--- config.mk ---
export PLATFORM = sky130hd
export DESIGN_NAME = set_assoc_cache
export DESIGN_NICKNAME = d
export VERILOG_FILES = /design/src/rtl/cache_pkg.sv /design/src/rtl/cache_way.sv /design/src/rtl/set_assoc_cache.sv
export SDC_FILE = /design/constraint.sdc
export NUM_CORES = 1
export LEC_CHECK = 0
export ABC_AREA = 1
export ABC_CLOCK_PERIOD_IN_PS = 6420
export BUFFER_PORTS_ARGS = -buffer_cell sky130_fd_sc_hd__clkbuf_2
export CORE_ASPECT_RATIO = 0.6
export CORE_UTILIZATION = 35
export CTS_CLUSTER_DIAMETER = 40
export DETAILED_ROUTE_END_ITERATION = 8
export GPL_ROUTABILITY_DRIVEN = 0
export REMOVE_ABC_BUFFERS = 1
export SYNTH_ARGS = -nofsm -noshare
export SYNTH_HDL_FRONTEND = slang
export SYNTH_SLANG_ARGS = --single-unit
--- constraint.sdc ---
create_clock -name clk -period 6.42 [get_ports clk]
set_clock_uncertainty 0.15 [all_clocks]
set_input_delay 0 -clock clk [delete_from_list [all_inputs] [get_ports clk]]
set_output_delay 0 -clock clk [all_outputs]
set_load 0.02 [all_outputs]
--- src/rtl/cache_pkg.sv ---
// rtl/cache_pkg.sv - shared state encoding and way count for set_assoc_cache
package cache_pkg;

  localparam int NUM_WAYS = 2;

  typedef logic [1:0] cache_state_t;

  localparam cache_state_t ST_IDLE   = 2'd0;
  localparam cache_state_t ST_LOOKUP = 2'd1;
  localparam cache_state_t ST_MEM_RD = 2'd2;
  localparam cache_state_t ST_MEM_WR = 2'd3;

endpackage

--- src/rtl/cache_way.sv ---
// rtl/cache_way.sv - one way of the cache: valid/tag/data arrays, hit compare, fill/write port
module cache_way #(
  parameter int SET_WIDTH  = 3,
  parameter int TAG_WIDTH  = 27,
  parameter int DATA_WIDTH = 32
) (
  input  logic                  clk,
  input  logic                  rst,
  input  logic [SET_WIDTH-1:0]  set_idx,
  input  logic [TAG_WIDTH-1:0]  tag,
  input  logic                  wr_en,
  input  logic [DATA_WIDTH-1:0] wr_data,
  output logic                  hit,
  output logic                  valid,
  output logic [DATA_WIDTH-1:0] rd_data
);

  localparam int SETS = 1 << SET_WIDTH;

  logic [SETS-1:0]       valid_q;
  logic [TAG_WIDTH-1:0]  tag_q  [SETS];
  logic [DATA_WIDTH-1:0] data_q [SETS];

  // Valid bits are the only reset state; a write (fill or store hit) marks the line valid.
  always_ff @(posedge clk or posedge rst) begin
    if (rst) begin
      valid_q <= '0;
    end else if (wr_en) begin
      valid_q[set_idx] <= 1'b1;
    end
  end

  // Tag and data storage; a store hit rewrites the same tag, so one port serves fill and store.
  always_ff @(posedge clk) begin
    if (wr_en) begin
      tag_q[set_idx]  <= tag;
      data_q[set_idx] <= wr_data;
    end
  end

  assign valid   = valid_q[set_idx];
  assign hit     = valid && (tag_q[set_idx] == tag);
  assign rd_data = data_q[set_idx];

endmodule

--- src/rtl/set_assoc_cache.sv ---
// rtl/set_assoc_cache.sv - 2-way write-through no-write-allocate cache; CACHE_STATS_EN adds hit/miss counters
module set_assoc_cache
  import cache_pkg::*;
#(
  parameter int DATA_WIDTH   = 32,
  parameter int ADDR_WIDTH   = 32,
  parameter int SET_WIDTH    = 3,
  parameter int OFFSET_WIDTH = 2
) (
  input  logic                  clk,
  input  logic                  rst,
  input  logic                  cpu_req,
  input  logic                  cpu_we,
  input  logic [ADDR_WIDTH-1:0] cpu_addr,
  input  logic [DATA_WIDTH-1:0] cpu_wdata,
  output logic [DATA_WIDTH-1:0] cpu_rdata,
  output logic                  cpu_ready,
  output logic                  mem_req,
  output logic                  mem_we,
  output logic [ADDR_WIDTH-1:0] mem_addr,
  output logic [DATA_WIDTH-1:0] mem_wdata,
  input  logic [DATA_WIDTH-1:0] mem_rdata,
  input  logic                  mem_ack
`ifdef CACHE_STATS_EN
  ,
  output logic [31:0]           hit_count,
  output logic [31:0]           miss_count
`endif
);

  localparam int TAG_WIDTH = ADDR_WIDTH - SET_WIDTH - OFFSET_WIDTH;
  localparam int SETS      = 1 << SET_WIDTH;
  localparam logic [ADDR_WIDTH-1:0] WORD_MASK =
    {{(ADDR_WIDTH-OFFSET_WIDTH){1'b1}}, {OFFSET_WIDTH{1'b0}}};

  cache_state_t state;

  logic [ADDR_WIDTH-1:0] req_addr;
  logic                  req_we;
  logic [DATA_WIDTH-1:0] req_wdata;

  // lru[s] names the way to evict next in set s.
  logic [SETS-1:0] lru;

  logic [SET_WIDTH-1:0]  set_idx;
  logic [TAG_WIDTH-1:0]  tag;
  logic [NUM_WAYS-1:0]   way_hit;
  logic [NUM_WAYS-1:0]   way_valid;
  logic [NUM_WAYS-1:0]   way_wr;
  logic [DATA_WIDTH-1:0] way_rdata [NUM_WAYS];
  logic [DATA_WIDTH-1:0] way_wdata;
  logic                  any_hit;
  logic                  hit_way;
  logic                  victim;
  logic [DATA_WIDTH-1:0] hit_data;

  assign set_idx = req_addr[OFFSET_WIDTH +: SET_WIDTH];
  assign tag     = req_addr[ADDR_WIDTH-1 -: TAG_WIDTH];

  for (genvar g = 0; g < NUM_WAYS; g++) begin : g_way
    cache_way #(
      .SET_WIDTH  (SET_WIDTH),
      .TAG_WIDTH  (TAG_WIDTH),
      .DATA_WIDTH (DATA_WIDTH)
    ) u_way (
      .clk     (clk),
      .rst     (rst),
      .set_idx (set_idx),
      .tag     (tag),
      .wr_en   (way_wr[g]),
      .wr_data (way_wdata),
      .hit     (way_hit[g]),
      .valid   (way_valid[g]),
      .rd_data (way_rdata[g])
    );
  end

  // Way 0 wins if both ever matched; fills only happen on a miss so that cannot arise.
  assign any_hit  = |way_hit;
  assign hit_way  = ~way_hit[0];
  assign hit_data = way_hit[0] ? way_rdata[0] : way_rdata[1];
  assign victim   = !way_valid[0] ? 1'b0 : (!way_valid[1] ? 1'b1 : lru[set_idx]);

  assign mem_req   = (state == ST_MEM_RD) || (state == ST_MEM_WR);
  assign mem_we    = (state == ST_MEM_WR);
  assign mem_addr  = req_addr & WORD_MASK;
  assign mem_wdata = req_wdata;
  assign way_wdata = (state == ST_MEM_RD) ? mem_rdata : req_wdata;

  // Array write enables: store hit updates the hit way, a read fill updates the victim way.
  always_comb begin
    way_wr = '0;
    if (state == ST_LOOKUP && req_we && any_hit) begin
      way_wr[hit_way] = 1'b1;
    end else if (state == ST_MEM_RD && mem_ack) begin
      way_wr[victim] = 1'b1;
    end
  end

  // Control FSM with request capture, LRU update, load data and completion pulse.
  always_ff @(posedge clk or posedge rst) begin
    if (rst) begin
      state     <= ST_IDLE;
      req_addr  <= '0;
      req_we    <= 1'b0;
      req_wdata <= '0;
      lru       <= '0;
      cpu_rdata <= '0;
      cpu_ready <= 1'b0;
    end else begin
      cpu_ready <= 1'b0;
      case (state)
        ST_IDLE: begin
          if (cpu_req) begin
            req_addr  <= cpu_addr;
            req_we    <= cpu_we;
            req_wdata <= cpu_wdata;
            state     <= ST_LOOKUP;
          end
        end
        ST_LOOKUP: begin
          if (any_hit) begin
            lru[set_idx] <= ~hit_way;
            if (req_we) begin
              state <= ST_MEM_WR;
            end else begin
              cpu_rdata <= hit_data;
              cpu_ready <= 1'b1;
              state     <= ST_IDLE;
            end
          end else begin
            state <= req_we ? ST_MEM_WR : ST_MEM_RD;
          end
        end
        ST_MEM_RD: begin
          if (mem_ack) begin
            lru[set_idx] <= ~victim;
            cpu_rdata    <= mem_rdata;
            cpu_ready    <= 1'b1;
            state        <= ST_IDLE;
          end
        end
        ST_MEM_WR: begin
          if (mem_ack) begin
            cpu_ready <= 1'b1;
            state     <= ST_IDLE;
          end
        end
        default: state <= ST_IDLE;
      endcase
    end
  end

`ifdef CACHE_STATS_EN
  // Saturating lookup statistics, one count per LOOKUP cycle.
  always_ff @(posedge clk or posedge rst) begin
    if (rst) begin
      hit_count  <= '0;
      miss_count <= '0;
    end else if (state == ST_LOOKUP) begin
      if (any_hit) begin
        if (hit_count != '1) hit_count <= hit_count + 32'd1;
      end else begin
        if (miss_count != '1) miss_count <= miss_count + 32'd1;
      end
    end
  end
`endif

endmodule
After elaboration in Yosys (flattened, before gate mapping). Memories as Yosys holds them, arrays and structs flattened. Cells that the tools add are included. Widths: inputs -> output; s select.

Reduce and logical (&&, ||, !) cells: 17. Eq/ne operators: 10. Multiplexer cells: 41. Bitwise operators: 4. Magnitude comparators: 6.

Operator list (number): $mux 32 (5); $pmux 32 s2 (1); $eq 27x27->1 (2); $bwmux 8 (2); $mux 1 (16); $mux 8 (2); $or 8x8->8 (2); $pmux 8 s2 (1); $mux 2 (6); $bmux 1 s3 (3); $logic_and 1x1->1 (8); $ne 2x2->1 const B (4); $pmux 2 s3 (1); $eq 2x2->1 const B (2); $lt 1x2->1 const B (2); $lt 3x4->1 const B (1); $reduce_and 2->1 (2); $reduce_and 4->1 (1); $reduce_or 2->1 (2); $demux 1 s3 (1); $ge 3x1->1 const B (1); $reduce_and 3->1 (1); $demux 1 s1 (2); $eq 2x1->1 const B (1); 7 further kinds (9).

Bits in writable memories: 944. Word-level logic and storage cells: 91. Flip-flop bits (word level): 124. Memories kept: 4.

Memory list: g_way[0].u_way.data_q (depth 8, width 32, rd ports 1, clocked after memory_dff 0, wr ports 1, RTL line cache_way.sv:22) `logic [DATA_WIDTH-1:0] data_q [SETS];`; g_way[1].u_way.data_q (depth 8, width 32, rd ports 1, clocked after memory_dff 0, wr ports 1, RTL line cache_way.sv:22); g_way[0].u_way.tag_q (depth 8, width 27, rd ports 1, clocked after memory_dff 0, wr ports 1, RTL line cache_way.sv:21) `logic [TAG_WIDTH-1:0] tag_q [SETS];`; g_way[1].u_way.tag_q (depth 8, width 27, rd ports 1, clocked after memory_dff 0, wr ports 1, RTL line cache_way.sv:21).

Longest topological paths before layout.
Word-level depth: 12. Mapped depth: 23. Gate-level depth less buffers: 19.

Cells and area by module. Synthesis repeated with hierarchy kept, for this count alone.

Cell total of the unflattened synthesis: 3993. Area total of the unflattened synthesis: 44525.2 um2.

By module, submodules not included: cache_way (g_way[1].u_way) (sequential area each 14373.8 um2, area an instance 19688.9 um2, cells an instance 1705, times used 1); cache_way (g_way[0].u_way) (sequential area each 14373.8 um2, area an instance 19663.9 um2, cells an instance 1691, times used 1); set_assoc_cache (sequential area each 2652.5 um2, area an instance 5172.5 um2, cells an instance 597, times used 1).

Least setup slack after synthesis. OpenSTA, ideal clock, no wires.

Kind: reg-to-reg. From: reg req_addr[4]. To: mem g_way[0].u_way.data_q[0][0], enable pin. Setup slack: 1.122 ns. Arrival time: 4.672 ns. Buffers on the path: 3. Setup time: 0.476 ns. Stages on the path, launching flop included: 17. Cells stage by stage: dfrtp_1 > buf_2 > nor2_2 > buf_2 > nand3_1 > nand2_1 > o21ai_0 > nand2_1 > nand2_1 > nor2_1 > nand2_1 > nor2_4 > nand3_2 > nand2_1 > inv_2 > buf_2 > nor2_1.

Longest elaborated chain between the ends: 12. Elaborated cells between the ends (all ways): 31. Those cells by class: order compare (4); eq/ne (2); mux (16); bitwise (1); reduce/logical (6); memory (2).

Ends and longest elaborated chain: from (decl) (RTL line set_assoc_cache.sv:38) `logic [ADDR_WIDTH-1:0] req_addr;`; from (signal assigned) (RTL line set_assoc_cache.sv:115) `req_addr <= cpu_addr;`; branches (longest 12 deep; another with $mem_v2 8x27); to (decl) (RTL line cache_way.sv:22).

Parallel ways; which one is timed is not known. The select of a mux whose other input is x is not followed.

Worst setup path in the final report.
From: reg req_addr[2]. To: mem g_way[1].u_way.tag_q[5][18], enable pin.

Longest elaborated chain between the ends: 12. Elaborated cells between the ends (all ways): 31. Those cells by class: order compare (4); eq/ne (2); mux (16); bitwise (1); reduce/logical (6); memory (2).

Ends and longest elaborated chain (RTL line): branches (longest 12 deep; another with $mem_v2 8x27); to (decl) (cache_way.sv:21).

Parallel ways; which one is timed is not known. The select of a mux whose other input is x is not followed.

==> metrics.md <==
| Metric | Value |
|---|---|
| Gr ovfl total | 0 |
| Clock Latency Late Sink | 0.76 ns |
| Prevailing post-synth register cell | edfxtp_1 |
| Drt wl/cell | 20.5 um |
| Largest net degree at the start of global routing | 98 |
| Max-capacitance violation count | 0 |
| Diode count | 0 |
| Pre-CTS setup slack | 1.50 ns |
| CP endpoint kind | register |
| Post-synth top area cell | edfxtp_1 |
| Post-CTS Hold Fix Bufs | 216 |
| Outcome | finished clean |
| Placed insts | 5458 |
| F_max | 0.198 GHz |
| H-tree depth | 3 |
| Clock Path Buffers | 3 |
| Via density | 4.93 |
| Drt drc | 0 |
| Initial cell density of the core | 35.5% |
| Post-CTS Resized | 0 |
| Reg2reg setup slack | 1.37 ns |
| Hold Worst Slack | 0.0465 ns |
| Placed cell area | 46600 um^2 |
| Design Area, Final | 52800 um^2 |
| Power per Cell Area | 459 nW/um^2 |
| NumNets Final | 4280 |
| Width of the chip | 456 um |
| I/O Pins | 200 |
| Sinks on Clock Net | 1066 |
| RSZ-0062 raised after global routing | no |
| Slew Viols, Final | 0 |
| CP Launch Type | register |
| Worst hold path class | primary input to register |
| First-pass DRT Iterations | 6 |
| Register area share after synthesis | 72.4% |
| Max stage delay on crit path | 0.69 ns |
| WL met2 | 51600 um |
| Max_slew headroom | 22.2% |
| Area Overhead vs Synth | 21.7% |
| Yosys top cell area share | 65.4% |
| FILL cells | 11.3k |
| Core Area | 122000 um^2 |
| Final core utilization | 43.2% |
| Die Area | 125000 um^2 |
| CTS Root Buffer Type | clkbuf_16 |
| Final Setup Violations | 0 |
| Share of cells above drive strength 1 | 13.8% |
| Final Worst Setup Slack | 1.37 ns |
| Most common cell in the netlist | nand2_1 |
| Synth Register Bits | 1066 |
| Synth Instances | 3731 |
| FFs w/ async S/R, synth | 11.4% |
| Port bufs | 195 |
| WS Path Type | register to register |
| Finished Layout Cells | 5901 |
| Post-CTS setup buffer count | 0 |
| Die Y | 275 um |
| Vias in the first global route | 27.1k |
| CP Data Arrival Time | 5.32 ns |
| Initial antenna violation count | 1 |
| DP Wirelength | 66700 um |
| Tmin final | 5.05 ns |
| Crit path cell chain | inv_4, buf_12, nand2_1, nand3_1, nand2_1, nor2_1, nand2_1, nand2_1, nand2_1, nor2_1, nand2_1, nor2_4, nand2_2, nand2_1, nand2_1, nand2_1, nand3_1, inv_4, buf_4 |
| CP dominant cell by count | nand2_1 |
| Top sig layer | met5 |
| Distinct cells, synth | 37 |
| Crit path max-delay cell type | dfrtp_4 |
| WP data required | 6.69 ns |
| Met3 Wirelength | 10500 um |
| Crit-path max FO | 73 |
| Total number of vias | 29.1k |
| Static leakage power | 21.2 nW |
| First-pass GRT wire length | 178000 um |
| Synth Area per Inst | 11.6 um^2 |
| Area contributors post-synth | edfxtp_1 (65%), nand2_1 (9.8%), dfrtp_1 (7.0%), inv_1 (3.6%), nand3_1 (2.8%) |
| Total GRT Usage | 19.1% |
| Final ANT Viol Nets | 0 |
| Total Power | 24.2 mW |
| Wl on met1 | 56600 um |
| CTS tree | yes |
| DRT Wirelength | 121000 um |
| Top post-synthesis cells by count | nand2_1 (1137), edfxtp_1 (944), inv_1 (411) |
| Final hold violation count | 0 |
| Peak VDD IR | 0.271 mV |
| Period utilization | 78.7% |
| Slew @ Worst Pin | 1.16 ns |
| DRT iter0 DRCs | 2897 |
| Post-Syn Area | 43400 um^2 |
| Clock slew at reported path FFs | 0.06 ns |
| Post-synth EDFFs | 944 |
| Yosys warns | 0 |
| CTS Buf Count | 119 |
| TNS Setup | 0 ns |
| Row cnt | 99 |
## logic make-up after synthesis
logic type	share of synthesized area (%)
and+or+nand+nor	16.4
DFF	72.4
buffers and inverters	5.47
AOI/OAI and AO/OA	4.81
muxes	0.857
other	0.00865
## final timing paths
kind                                                start                           to  cells past startpoint
worst max-delay path                          req_addr[2]  g_way[1].u_way.tag_q[5][18]                     19
worst min-delay path                        mem_rdata[16]                cpu_rdata[16]                      6
worst max register to register                req_addr[2]  g_way[1].u_way.tag_q[5][18]                     19
worst min register to register  g_way[1].u_way.valid_q[2]    g_way[1].u_way.valid_q[2]                      2
max in group asynchronous                             rst                 cpu_rdata[9]                      5
min in group asynchronous                             rst                 req_addr[11]                      4
## sequential cells by signal, summed over array words and instances, names as in the netlist
name / count
cpu_rdata: 32
cpu_ready: 1
g_way.u_way.data_q: 512
g_way.u_way.tag_q: 432
g_way.u_way.valid_q: 16
lru: 8
mem_wdata: 32
req_addr: 30
req_we: 1
state: 2
## layout by cell type (no fill, tap or decap), types with 58 or more instances in the layout
master and count:
a221oi_1 58, buf_4 65, edfxtp_1 944, clkbuf_2 195, nand2_1 1135, clkbuf_16 120, nor2_1 217, a22oi_1 64
nand3_1 244, inv_1 397, o21ai_0 60, dlygate4sd3_1 216, dfrtp_1 121
## worst max-delay path: cells and delay by family (launching register included)
family | cells | cell delay, ns
flops | 1 | 0.69
buf+inv | 4 | 1.64
simple gates | 15 | 2.10
## power by group
group	switching (mW)	internal, mW
registers	0.674	9.22
clock network	3.01	3.84
logic	5.32	2.15
## layer usage
| layer | vias to the layer above | GRT usage, % |
|---|---|---|
| li1 | 13600 | - |
| met1 | 14200 | 28.8 |
| met2 | 1169 | 28.0 |
| met3 | 163 | 4.24 |
| met4 | 2 | 3.86 |
| met5 | - | 0 |
## layout make-up
class | instances | area (um^2) | area share [%]
Sequential cell | 1066 | 31400 | 59.5
Multi-Input combinational cell | 2076 | 9690 | 18.4
Timing Repair Buffer | 497 | 4050 | 7.67
Clock buffer | 144 | 3120 | 5.92
Tap cell | 1616 | 2020 | 3.83
Inverter | 419 | 1600 | 3.02
Clock inverter | 83 | 885 | 1.68
Power figures use the tool's default switching activity.
